## src/rtl/debug_bridge_pkg.sv

```systemverilog
// Shared types and defaults for the host-to-CPU debug bridge: opcodes, FSM states, response bytes.
// Imported by debug_bridge and byte_shifter.
package debug_bridge_pkg;

    typedef enum logic [7:0] {
        OP_HALT   = 8'h01,
        OP_RESUME = 8'h02,
        OP_READ   = 8'h03,
        OP_WRITE  = 8'h04
    } opcode_e;

    typedef enum logic [2:0] {
        ST_IDLE,
        ST_ADDR,
        ST_DATA,
        ST_BUS,
        ST_RESP
    } state_e;

    localparam logic [7:0] ACK_BYTE_DEF = 8'hAA;
    localparam logic [7:0] ERR_BYTE_DEF = 8'hEE;

    // Operand fields and read responses are always one 32-bit word of 4 bytes.
    localparam int         FIELD_BYTES  = 4;
    localparam logic [2:0] FIELD_LAST   = 3'(FIELD_BYTES - 1);

endpackage

```

## src/rtl/debug_bridge_byte_shifter.sv

```systemverilog
// 32-bit byte shifter: MSB-first shift-in, parallel load, shift-out of the top byte; saturating byte count.
// Latency: one cycle per operation. Backpressure: none, the caller only strobes shift on a completed transfer.
// Priority is clear, then load, then shift.
module byte_shifter
    import debug_bridge_pkg::*;
(
    input  logic        clock,
    input  logic        resetN,
    input  logic        clr,
    input  logic        load,
    input  logic [31:0] load_word,
    input  logic        shift,
    input  logic [7:0]  byte_in,
    output logic [31:0] word,
    output logic [2:0]  cnt
);

    always_ff @(posedge clock or negedge resetN) begin
        if (!resetN) begin
            word <= '0;
            cnt  <= '0;
        end else if (clr) begin
            word <= '0;
            cnt  <= '0;
        end else if (load) begin
            word <= load_word;
            cnt  <= '0;
        end else if (shift) begin
            word <= {word[23:0], byte_in};
            if (cnt != 3'(FIELD_BYTES)) begin
                cnt <= cnt + 3'd1;
            end
        end
    end

endmodule

```

## src/rtl/debug_bridge.sv

```systemverilog
// Byte-stream command bridge driving the CPU debug port (halt/resume, single-word read/write).
// Latency: bus strobe 1 cycle after the last operand byte, response 1 cycle after ack. Backpressure: rx_ready only in IDLE/ADDR/DATA; response held until tx_ready.
// Optional bus-ack timeout abort under DEBUG_BRIDGE_TIMEOUT_EN.
module debug_bridge
    import debug_bridge_pkg::*;
#(
`ifdef DEBUG_BRIDGE_TIMEOUT_EN
    parameter int         TIMEOUT  = 255,
`endif
    parameter logic [7:0] ACK_BYTE = ACK_BYTE_DEF,
    parameter logic [7:0] ERR_BYTE = ERR_BYTE_DEF
) (
    input  logic        clock,
    input  logic        resetN,
    input  logic [7:0]  rx_data,
    input  logic        rx_valid,
    output logic        rx_ready,
    output logic [7:0]  tx_data,
    output logic        tx_valid,
    input  logic        tx_ready,
    output logic        dbg_stall,
    output logic        dbg_ewt,
    output logic        dbg_stb,
    output logic        dbg_we,
    output logic [31:0] dbg_adr,
    output logic [31:0] dbg_dat_o,
    input  logic [31:0] dbg_dat_i,
    input  logic        dbg_ack
);

    state_e      state, state_nxt;
    logic        alive;
    logic        op_write_q, op_load, op_write_val;
    logic        resp_multi_q, tx_multi;
    logic        rx_fire, tx_fire, timeout;
    logic        rx_clr, rx_shift, tx_load, tx_shift;
    logic [31:0] rx_word, tx_word, tx_load_word, operand;
    logic [2:0]  rx_cnt, tx_cnt;
    logic        stall_set, stall_clr, stb_set, stb_clr, adr_load, dat_load;
    logic        unused_bits;

    // alive keeps rx_ready low while reset is asserted and for the release cycle.
    assign rx_ready = alive && (state == ST_IDLE || state == ST_ADDR || state == ST_DATA);
    assign rx_fire  = rx_valid && rx_ready;
    assign tx_valid = (state == ST_RESP);
    assign tx_fire  = tx_valid && tx_ready;
    assign tx_data  = tx_word[31:24];
    assign dbg_ewt  = 1'b0;
    assign operand  = {rx_word[23:0], rx_data};
    assign unused_bits = ^{rx_word[31:24], tx_word[23:0]};

    byte_shifter u_rx (
        .clock     (clock),
        .resetN    (resetN),
        .clr       (rx_clr),
        .load      (1'b0),
        .load_word (32'h0),
        .shift     (rx_shift),
        .byte_in   (rx_data),
        .word      (rx_word),
        .cnt       (rx_cnt)
    );

    byte_shifter u_tx (
        .clock     (clock),
        .resetN    (resetN),
        .clr       (1'b0),
        .load      (tx_load),
        .load_word (tx_load_word),
        .shift     (tx_shift),
        .byte_in   (8'h00),
        .word      (tx_word),
        .cnt       (tx_cnt)
    );

`ifdef DEBUG_BRIDGE_TIMEOUT_EN
    logic [7:0] tmo_cnt;

    always_ff @(posedge clock or negedge resetN) begin
        if (!resetN) begin
            tmo_cnt <= '0;
        end else if (!dbg_stb) begin
            tmo_cnt <= '0;
        end else begin
            tmo_cnt <= tmo_cnt + 8'd1;
        end
    end

    // Fires on the last of TIMEOUT strobe cycles, so the strobe is high exactly TIMEOUT cycles.
    assign timeout = dbg_stb && (tmo_cnt == 8'(TIMEOUT - 1));
`else
    assign timeout = 1'b0;
`endif

    always_ff @(posedge clock or negedge resetN) begin
        if (!resetN) begin
            state <= ST_IDLE;
        end else begin
            state <= state_nxt;
        end
    end

    always_comb begin
        state_nxt    = state;
        op_load      = 1'b0;
        op_write_val = 1'b0;
        rx_clr       = 1'b0;
        rx_shift     = 1'b0;
        tx_load      = 1'b0;
        tx_load_word = {ERR_BYTE, 24'h0};
        tx_multi     = 1'b0;
        tx_shift     = 1'b0;
        stall_set    = 1'b0;
        stall_clr    = 1'b0;
        stb_set      = 1'b0;
        stb_clr      = 1'b0;
        adr_load     = 1'b0;
        dat_load     = 1'b0;
        case (state)
            ST_IDLE: begin
                if (rx_fire) begin
                    case (rx_data)
                        OP_HALT, OP_RESUME: begin
                            stall_set    = (rx_data == OP_HALT);
                            stall_clr    = (rx_data == OP_RESUME);
                            tx_load      = 1'b1;
                            tx_load_word = {ACK_BYTE, 24'h0};
                            state_nxt    = ST_RESP;
                        end
                        OP_READ, OP_WRITE: begin
                            op_load      = 1'b1;
                            op_write_val = (rx_data == OP_WRITE);
                            rx_clr       = 1'b1;
                            state_nxt    = ST_ADDR;
                        end
                        default: begin
                            tx_load   = 1'b1;
                            state_nxt = ST_RESP;
                        end
                    endcase
                end
            end
            ST_ADDR: begin
                if (rx_fire) begin
                    if (rx_cnt == FIELD_LAST) begin
                        adr_load = 1'b1;
                        if (op_write_q) begin
                            rx_clr    = 1'b1;
                            state_nxt = ST_DATA;
                        end else begin
                            stb_set   = 1'b1;
                            state_nxt = ST_BUS;
                        end
                    end else begin
                        rx_shift = 1'b1;
                    end
                end
            end
            ST_DATA: begin
                if (rx_fire) begin
                    rx_shift = 1'b1;
                    if (rx_cnt == FIELD_LAST) begin
                        dat_load  = 1'b1;
                        stb_set   = 1'b1;
                        state_nxt = ST_BUS;
                    end
                end
            end
            ST_BUS: begin
                if (dbg_ack) begin
                    stb_clr   = 1'b1;
                    tx_load   = 1'b1;
                    state_nxt = ST_RESP;
                    if (op_write_q) begin
                        tx_load_word = {ACK_BYTE, 24'h0};
                    end else begin
                        tx_load_word = dbg_dat_i;
                        tx_multi     = 1'b1;
                    end
                end else if (timeout) begin
                    stb_clr   = 1'b1;
                    tx_load   = 1'b1;
                    state_nxt = ST_RESP;
                end
            end
            ST_RESP: begin
                if (tx_fire) begin
                    tx_shift = 1'b1;
                    if (!resp_multi_q || tx_cnt == FIELD_LAST) begin
                        state_nxt = ST_IDLE;
                    end
                end
            end
            default: state_nxt = ST_IDLE;
        endcase
    end

    always_ff @(posedge clock or negedge resetN) begin
        if (!resetN) begin
            alive        <= 1'b0;
            op_write_q   <= 1'b0;
            resp_multi_q <= 1'b0;
            dbg_stall    <= 1'b0;
            dbg_stb      <= 1'b0;
            dbg_we       <= 1'b0;
            dbg_adr      <= '0;
            dbg_dat_o    <= '0;
        end else begin
            alive <= 1'b1;
            if (op_load) begin
                op_write_q <= op_write_val;
            end
            if (tx_load) begin
                resp_multi_q <= tx_multi;
            end
            if (stall_set) begin
                dbg_stall <= 1'b1;
            end else if (stall_clr) begin
                dbg_stall <= 1'b0;
            end
            if (stb_set) begin
                dbg_stb <= 1'b1;
                dbg_we  <= op_write_q;
            end else if (stb_clr) begin
                dbg_stb <= 1'b0;
            end
            if (adr_load) begin
                dbg_adr <= operand;
            end
            if (dat_load) begin
                dbg_dat_o <= operand;
            end
        end
    end

endmodule

```

## config.mk

```make
export PLATFORM = sky130hd
export DESIGN_NAME = debug_bridge
export DESIGN_NICKNAME = d
export VERILOG_FILES = /design/src/rtl/debug_bridge_pkg.sv /design/src/rtl/debug_bridge_byte_shifter.sv /design/src/rtl/debug_bridge.sv
export SDC_FILE = /design/constraint.sdc
export NUM_CORES = 1
export LEC_CHECK = 0
export ABC_AREA = 0
export BUFFER_PORTS_ARGS = -buffer_cell sky130_fd_sc_hd__buf_2
export CORE_UTILIZATION = 50
export CTS_BUF_LIST = sky130_fd_sc_hd__clkbuf_4
export DETAILED_ROUTE_END_ITERATION = 16
export PLACE_DENSITY_LB_ADDON = 0.15
export SLEW_MARGIN = 20
export SYNTH_ARGS = -nofsm -noshare
export SYNTH_HDL_FRONTEND = slang
export SYNTH_SLANG_ARGS = --single-unit
```

## constraint.sdc

```tcl
create_clock -name clock -period 3.3 [get_ports clock]
set_input_delay 0.33 -clock clock [delete_from_list [all_inputs] [get_ports clock]]
set_output_delay 0.33 -clock clock [all_outputs]
set_load 0.05 [all_outputs]
```

Word-level counts from Yosys, hierarchy flattened
Index checks and enable logic that the tools add are counted.
{ "classes": {"n_reduce_logical": 19, "addsub": 2, "muxes": 67, "eq_ne": 20} }
{ "op_table": {"columns": ["operator", "count"], "rows": [
  ["$mux W32", 4],
  ["$pmux W32 S2", 1],
  ["$mux W31", 2],
  ["$mux W24", 2],
  ["$mux W3", 15],
  ["$mux W1", 38],
  ["$eq A8 B2 Y1 const B", 2],
  ["$pmux W3 S5", 1],
  ["$eq A3 B2 Y1 const B", 4],
  ["$reduce_bool A2 Y1", 6],
  ["$eq A8 B1 Y1 const B", 1],
  ["$eq A8 B3 Y1 const B", 1],
  ["$ne A2 B1 Y1 const B", 4],
  ["$ne A2 B2 Y1 const B", 4],
  ["$pmux W1 S2", 4],
  ["$reduce_and A8 Y1", 1],
  ["$add A3 B1 Y3 const B", 2],
  ["$ne A3 B3 Y1 const B", 2],
  ["$reduce_and A2 Y1", 2],
  ["$reduce_or A2 Y1", 2],
  ["$eq A3 B1 Y1 const B", 1],
  ["$eq A3 B3 Y1 const B", 1],
  ["$logic_and A1 B1 Y1", 3],
  ["$logic_not A3 Y1", 1],
  ["2 further kinds", 4]
]} }
{ "word_totals": {"word_cells": 121, "out_inout_bits": 78, "in_bits": 45, "ff_bits": 135} }

Logic depth before layout (Yosys ltp)
Gate-level depths: netlist (run 1).
{ "depth": {"depth_word": 9, "mapped_depth": 9, "ltp_nobuf": 7} }

By module
A second synthesis (run 1) with hierarchy kept.
{ "unflattened": {"hier_cells": 569, "area_unflattened_um2": 7003.0} }
{ "by_module_without_submodules": {"columns": ["module", "seq_area_each_um2", "instances", "cells_each", "area_per_inst_um2"], "rows": [
  ["byte_shifter", 875.8, 2, 161, 1891.8],
  ["debug_bridge", 1826.8, 1, 247, 3219.3]
]} }

Least setup slack after synthesis (run 1)
No wires, ideal clock.
{ "synth_path": {"kind": "register -> register", "start": "register u_rx.cnt[0]", "end": "register u_rx.cnt[1]", "required_ns": 3.179, "setup_slack_ns": 1.146, "n_path_buf": 1, "setup_time_ns": 0.121, "path_stages_with_launch": 9, "synth_period_minus_slack_ns": 2.154, "t_arrival_ns": 2.033, "cell_sequence": "dfrtp_1 > ha_1 > ha_1 > or3b_1 > a211o_1 > buf_6 > a221o_1 > mux2i_1 > nor2_1"} }
{ "synth_via": {"elab_chain_len": 6, "word_cells_on_any_way": 15, "classes_between": "add/sub: 1; eq/ne: 2; mux: 9; reduce/logical: 3"} }
{ "synth_rtl": {"columns": ["item", "line_no", "source"], "rows": [
  ["start: declaration", "debug_bridge_byte_shifter.sv:15", "output logic [2:0] cnt"],
  ["start signal: assignment", "debug_bridge_byte_shifter.sv:31", "cnt <= cnt + 3'd1;"],
  ["$eq A3 B2 Y1", "debug_bridge.sv:145", "if (rx_cnt == FIELD_LAST) begin"],
  ["$mux W1", "debug_bridge.sv:145", null],
  ["$mux W1", "debug_bridge.sv:144", "if (rx_fire) begin"],
  ["$pmux W1 S2", "debug_bridge.sv:119", "case (state)"],
  ["$reduce_bool A2 Y1 (no line)", null, null],
  ["$reduce_and A2 Y1 (no line)", null, null]
]} }
Parallel ways exist; a longest one is shown, timed or not. The select of a mux whose other input is x is not followed.
A chain may end at the register's enable or synchronous reset.

Final worst setup path (run 1)
{ "layout_path": {"start": "register u_rx.cnt[1]", "end": "register u_rx.cnt[1]"} }
The elaborated chain is that of the path after synthesis.

==> metrics.md, run 1 <==
| Metric | Value |
|---|---|
| Status | `finished clean` |
| Root Driver | `clkbuf_4` |
| Post-route DRC | `0` |
| CTS H-tree depth | `4` |
| Synth top area share | `58.73%` |
| Synthesis-stage register bit count | `~140` |
| Wire per inst | `15.99 um` |
| TritonCTS clock tree | `built` |
| IO Port Bufs | `121` |
| Number of buffers created by CTS | `17` |
| Post-synth top flop | `dfrtp_1` |
| Asr flop ratio synth | `100.0%` |
| Share of layout cells above drive strength 1 | `36.15%` |
| Synthesized area per cell | `around 12 um^2` |
| Initial antenna violation count | `0` |
| Most frequent cells after synthesis | `135 x dfrtp_1, 65 x mux2_2, 63 x nor2_1` |
| DIE WIDTH | `109.3 um` |
| Grt ovf | `0` |
| Clk Latency, worst-skew pair | `0.56 ns` |
| Detail Placement HPWL | `8.175 mm` |
| Endpoints failing hold | `0` |
| Row count | `38` |
| Routed WL | `12.46 mm` |
| Final worst path period share | `73.91%` |
| 1st-iter DRT viols | `roughly 190` |
| Hold Path End | `dbg_adr[6]` |
| Multiplexer share of the synthesized area | `17.08%` |
| Hold path depth | `2` |
| Reg2Reg Depth | `8` |
| Post-CTS resize count | `0` |
| Unrepaired setup endpoints after global routing | `false` |
| Main area contributors after synthesis | `dfrtp_1 59%, mux2_2 13%, mux2i_1 4.4%, nor2_1 4.1%, a21oi_1 2.8%` |
| Count leader, synth | `dfrtp_1` |
| Least-Margin Pin Slew | `0.8592 ns` |
| Via density | `5.272` |
| Setup_tns | `0 ns` |
| Worst vdd ir | `0.4830 mV` |
| Clock Skew | `0.01490 ns` |
| Synth warn | `0` |
| Compound-Gate Fraction of Synth Area | `9.745%` |
| Tmin final | `2.439 ns` |
| Synth-to-layout area growth | `22.80%` |
| Worst r2r src | `u_rx.cnt[1]` |
| Clock buffer depth | `2` |
| Worst Setup Start Kind | `register` |
| R2R Path End | `u_rx.cnt[1]` |
| Hold buffers post-CTS | `30` |
| Final ANT Viol Nets | `0` |
| I/O pins | `roughly 120` |
| Fin util | `approximately 64%` |
| Post-Synth XOR/XNOR Area | `0.4568%` |
| Post-Synthesis Cells | `486` |
| Core Area | `11030 um^2` |
| Maxcap violations | `0` |
| Area leader, netlist | `dfrtp_1` |
| Adder-Cell Fraction of Synth Area | `1.305%` |
| Required time worst endpoint | `3.75 ns` |
| Die Y-Extent | `109.3 um` |
| Worst setup EP type | `register` |
| Initial core utilization | `52.14%` |
| Via count | `4107` |
| CTS Sinks | `135` |
| Postcts setup bufs | `0` |
| Nets | `677` |
| GRT Overall Usage | `23.36%` |
| Die Area | `11940 um^2` |
| Pwr/cell area | `715.5 nW/um^2` |
| R2R setup slack | `between 0.8 and 0.9 ns` |
| Type of the tightest min-delay check | `input pin to register` |
| First-pass GRT wire length | `20.66 mm` |
| Main combinational cell family by area after synthesis | `multiplexers` |
| Hold_ws | `0.05824 ns` |
| Simple-gate share of the synthesized area | `8.288%` |
| Rel. slew slack | `a little over two fifths` |
| Fin. max-slew vios | `0` |
| Post-synth EDFFs | `0` |
| Layout Cells excl Fill | `between 700 and 800` |
| Power, Total | `~5.1 mW` |
| Mapped Nets | `537` |
| Vias in the first global route | `roughly 4k` |
| FMAX | `410.0 MHz` |
| Hold Path Origin | `rx_data[6]` |
| Placed cells | `717` |
| Seq/Total Area, Yosys | `58.73%` |
| Leak pwr | `~3.8 nW` |
| Crit path DAT | `2.89 ns` |
| Largest net degree at the start of global routing | `95` |
| Final setup vio count | `0` |
| Distinct cells, synth | `46` |
| DRT Pass-1 Iters | `5` |
| Clock slew at reported path FFs | `0.12 ns` |
| Crit path kind | `register to register` |
| Cell Area, Synth | `5752 um^2` |
| Placer Congestion | `0.7643` |
| Inserted Diodes | `0` |
| Worst-path fanout max | `28` |
worst max-delay path by stage:
stage	startpoint	end	depth (start not counted)
floorplan	u_rx.cnt[0]	u_rx.cnt[1]	8
global placement	u_rx.cnt[1]	u_rx.cnt[1]	8
detailed placement	u_rx.cnt[1]	u_rx.cnt[1]	8
CTS	u_rx.cnt[1]	u_rx.cnt[1]	8
global route	state[0]	u_tx.word[26]	5
finish	u_rx.cnt[1]	u_rx.cnt[1]	8
area by class of cell:
type                            instances  area [um^2]
Clock inverter                         15        201.4
Clock buffer                           17        127.6
Inverter                               12        45.04
Fill cell                             859         3968
Multi-Input combinational cell        302         2146
Sequential cell                       135         3378
Timing Repair Buffer                  158        989.7
Tap cell                              140        175.2
report_power, final:
part	leakage [nW]	internal (mW)	switching, mW
clock network	0.168	0.603	0.626
logic	1.82	0.462	1.01
registers	1.77	2.04	0.305
total	3.76	3.11	1.94
cells by family after synthesis:
group,after synthesis
buf+inv,49
flops,135
compound gates,91
fa+ha+maj,6
xor+xnor,3
mux,90
other cells,2
simple gates,110
layer usage:
layer  wire, um  vias to the layer above  GRT usage [%]
met2       5723                      109          34.59
li1           -                     1967              -
met3        697                       18          6.695
met4        251                        0          9.429
met5          0                        -              0
met1       5786                     2013          32.41
flip-flops by register name, summed over array words and instances (netlist names), 3 cells and up:
register / count
dbg_adr: 32
dbg_dat_o: 32
state: 3
u_rx.cnt: 3
u_rx.word: 24
u_tx.cnt: 3
u_tx.word: 32
placed cells by master (no fill, tap or decap), types with 3 or more instances in the layout:
master,count
o2bb2ai_1,5
dfrtp_1,135
clkbuf_4,17
a21oi_1,32
xnor2_1,3
mux2i_1,25
clkinv_2,3
nor2_1,60
nand2_1,27
o21ai_0,27
inv_1,12
a22o_1,8
bufinv_16,4
mux2_2,65
and3b_1,3
clkinvlp_4,3
ha_1,6
a31oi_1,5
nor3_1,3
buf_4,5
clkinv_4,3
dlygate4sd3_1,30
buf_2,120
critical path: stages (launching register included):
cell and delay, ns:
dfrtp_1 0.42, ha_1 0.19, ha_1 0.23, or3b_1 0.36, a211o_1 0.29, buf_4 0.27
a221o_1 0.36, mux2i_1 0.17, nor2_1 0.05
stage by stage:
stage / setup slack (ns) / area [um^2]
after CTS: 0.8536 / 7063
after floorplan: 1.146 / 5752
after global placement: 0.9226 / 6434
final: 0.8611 / 7063
after global routing: 0.4825 / 7063
after detailed placement: 0.8824 / 6434
No activity file was read; power rests on OpenSTA's default activity.
==> run 2: changes to the inputs <==
Clock period 3.3 ns to 2.5 ns, I/O delays scaled along.
==> metrics.md, run 2 (synthesis results as in run 1) <==
| Metric | Value |
|---|---|
| Multi-input logic area | `2146 um^2 (unchanged)` |
| Root Driver | `clkbuf_4` |
| Final WS setup | `0.2195 ns (-0.6416 ns)` |
| Crit path kind | `register to register` |
| Pwr/cell area | `901.9 nW/um^2 (+26%)` |
| Clock slew at reported path FFs | `0.11 ns (about the same)` |
| DIE WIDTH | `109.3 um (unchanged)` |
| Post-route DRC | `0 (unchanged)` |
| Largest regs | `dbg_adr (32), dbg_dat_o (32), u_tx.word (32)` |
| Hold_ws | `0.08982 ns (+0.03158 ns)` |
| TritonCTS clock tree | `built` |
| Power, Total | `6.421 mW (+27%)` |
| Worst-path fanout max | `27 (-3.6%)` |
| Worst vdd ir | `0.6233 mV (+29%)` |
| Endpoints failing hold | `0 (unchanged)` |
| Die Area | `11940 um^2 (unchanged)` |
| Least-Margin Pin Slew | `0.8975 ns (+0.03826 ns)` |
| Fin util | `64.54% (+0.51 points)` |
| Postcts setup bufs | `0 (unchanged)` |
| Maxcap violations | `0 (unchanged)` |
| Crit path DAT | `2.69 ns (-0.20 ns)` |
| Fin. max-slew vios | `0 (unchanged)` |
| CTS H-tree depth | `4 (unchanged)` |
| Core Area | `11030 um^2 (unchanged)` |
| Synth-to-layout area growth | `23.78%` |
| Cell Area, Placed | `6479 um^2 (+0.70%)` |
| Status | `finished clean` |
| Placed cells | `723 (+0.84%)` |
| Largest net degree at the start of global routing | `63 (-34%)` |
| Row count | `38 (unchanged)` |
| I/O pins | `123 (unchanged)` |
| GRT Overall Usage | `23.82% (+0.46 points)` |
| Setup slack at placement | `0.2443 ns (-0.6380 ns)` |
| Grt ovf | `0 (unchanged)` |
| IO Port Bufs | `121 (unchanged)` |
| Placer Congestion | `0.8144 (+6.6%)` |
| Design Area, Final | `7119 um^2 (+0.80%)` |
| Rel. slew slack | `39.95% (-2.8 points)` |
| Setup_tns | `0 ns (unchanged)` |
| Vias in the first global route | `4362 (+7.5%)` |
| Clock Skew | `0.01875 ns (+0.003846 ns)` |
| 1st-iter DRT viols | `249 (+28%)` |
| Clock buffer depth | `2 (unchanged)` |
| CTS Sinks | `135 (unchanged)` |
| Final worst path period share | `91.22% (+17 points)` |
| DRT Pass-1 Iters | `4 (-1)` |
| Wire per inst | `16.10 um (+0.68%)` |
| Inserted Diodes | `0 (unchanged)` |
| Detail Placement HPWL | `8.494 mm (+3.9%)` |
| Initial core utilization | `52.14% (unchanged)` |
| Final ANT Viol Nets | `0 (unchanged)` |
| Required time worst endpoint | `2.91 ns (-0.84 ns)` |
| First-pass GRT wire length | `21.33 mm (+3.2%)` |
| Clk Latency, worst-skew pair | `0.53 ns (-0.03 ns)` |
| Die Y-Extent | `109.3 um (unchanged)` |
| Via density | `5.366 (+1.8%)` |
| Unrepaired setup endpoints after global routing | `false` |
| Register area | `3378 um^2 (unchanged)` |
| FMAX | `438.5 MHz (+6.9%)` |
| Tmin final | `2.281 ns (-0.1584 ns)` |
| Initial antenna violation count | `0 (unchanged)` |
| Share of layout cells above drive strength 1 | `35.99% (-0.16 points)` |
| Leak pwr | `3.791 nW (+0.72%)` |
| Layout Cells excl Fill | `793 (+1.8%)` |
| Most frequent cells in the layout | `135 x dfrtp_1, 120 x buf_2, 65 x mux2_2` |
| Routed WL | `12.77 mm (+2.5%)` |
| Nets | `691 (+2.1%)` |
| Final setup vio count | `0 (unchanged)` |
| Type of the tightest min-delay check | `input pin to register` |
| Via count | `4255 (+3.6%)` |
| FILL cells | `907 (+5.6%)` |
| Worst setup EP type | `register` |
| Worst Setup Start Kind | `register` |
| Number of buffers created by CTS | `17 (unchanged)` |
| Commonest non-fill, non-tap cell in the layout | `dfrtp_1` |
## run 2: worst max-delay path: stages (launching register included)
cell and delay, ns:
dfrtp_1 0.41, ha_1 0.19, ha_1 0.22, or3b_1 0.35, a211o_1 0.32, buf_4 0.27
o21ai_0 0.21, o21a_1 0.15, nor2_1 0.04
## run 2: cell type report
cell class,instances,area share (%)
inverter,12,0.6327
sequential,135,47.45
clock buffer,18,1.898
tap,140,2.460
timing repair buffer,172,15.66
multi-input combinational,302,30.14
clock inverter,14,1.757
## run 2: power breakdown
group	switching, mW	internal [mW]	total (mW)
logic	1.35	0.622	1.97
registers	0.414	2.70	3.11
clock network	0.827	0.509	1.34
total	2.59	3.83	6.42
## run 2: repair_timing
action                    in CTS  in global routing
hold endpoints to repair     105                  0
hold buffers                  38                  0
gates resized for setup        0                  0
## run 2: metal layers
| metal | part of all wire, % | wire (um) | global-route usage (%) | vias up |
|---|---|---|---|---|
| li1 | - | - | - | 1996 |
| met1 | 45 | 5774 | 32.57 | 2118 |
| met2 | 48 | 6125 | 36.57 | 125 |
| met3 | 5.5 | 698 | 6.336 | 16 |
| met4 | 1.3 | 170 | 8.762 | 0 |
| met5 | 0 | 0 | 0 | - |
## run 2: worst paths after layout
path                       slack (ns)          start            end  cells after the start
max reg2reg                      0.22    u_rx.cnt[1]    u_rx.cnt[2]                      8
min reg2reg                      0.51  u_tx.word[31]  u_tx.word[31]                      1
max                              0.22    u_rx.cnt[1]    u_rx.cnt[2]                      8
min                              0.09     rx_data[2]     dbg_adr[2]                      2
max in group asynchronous        1.48         resetN  u_tx.word[10]                      3
min in group asynchronous        0.24         resetN    u_tx.cnt[0]                      2
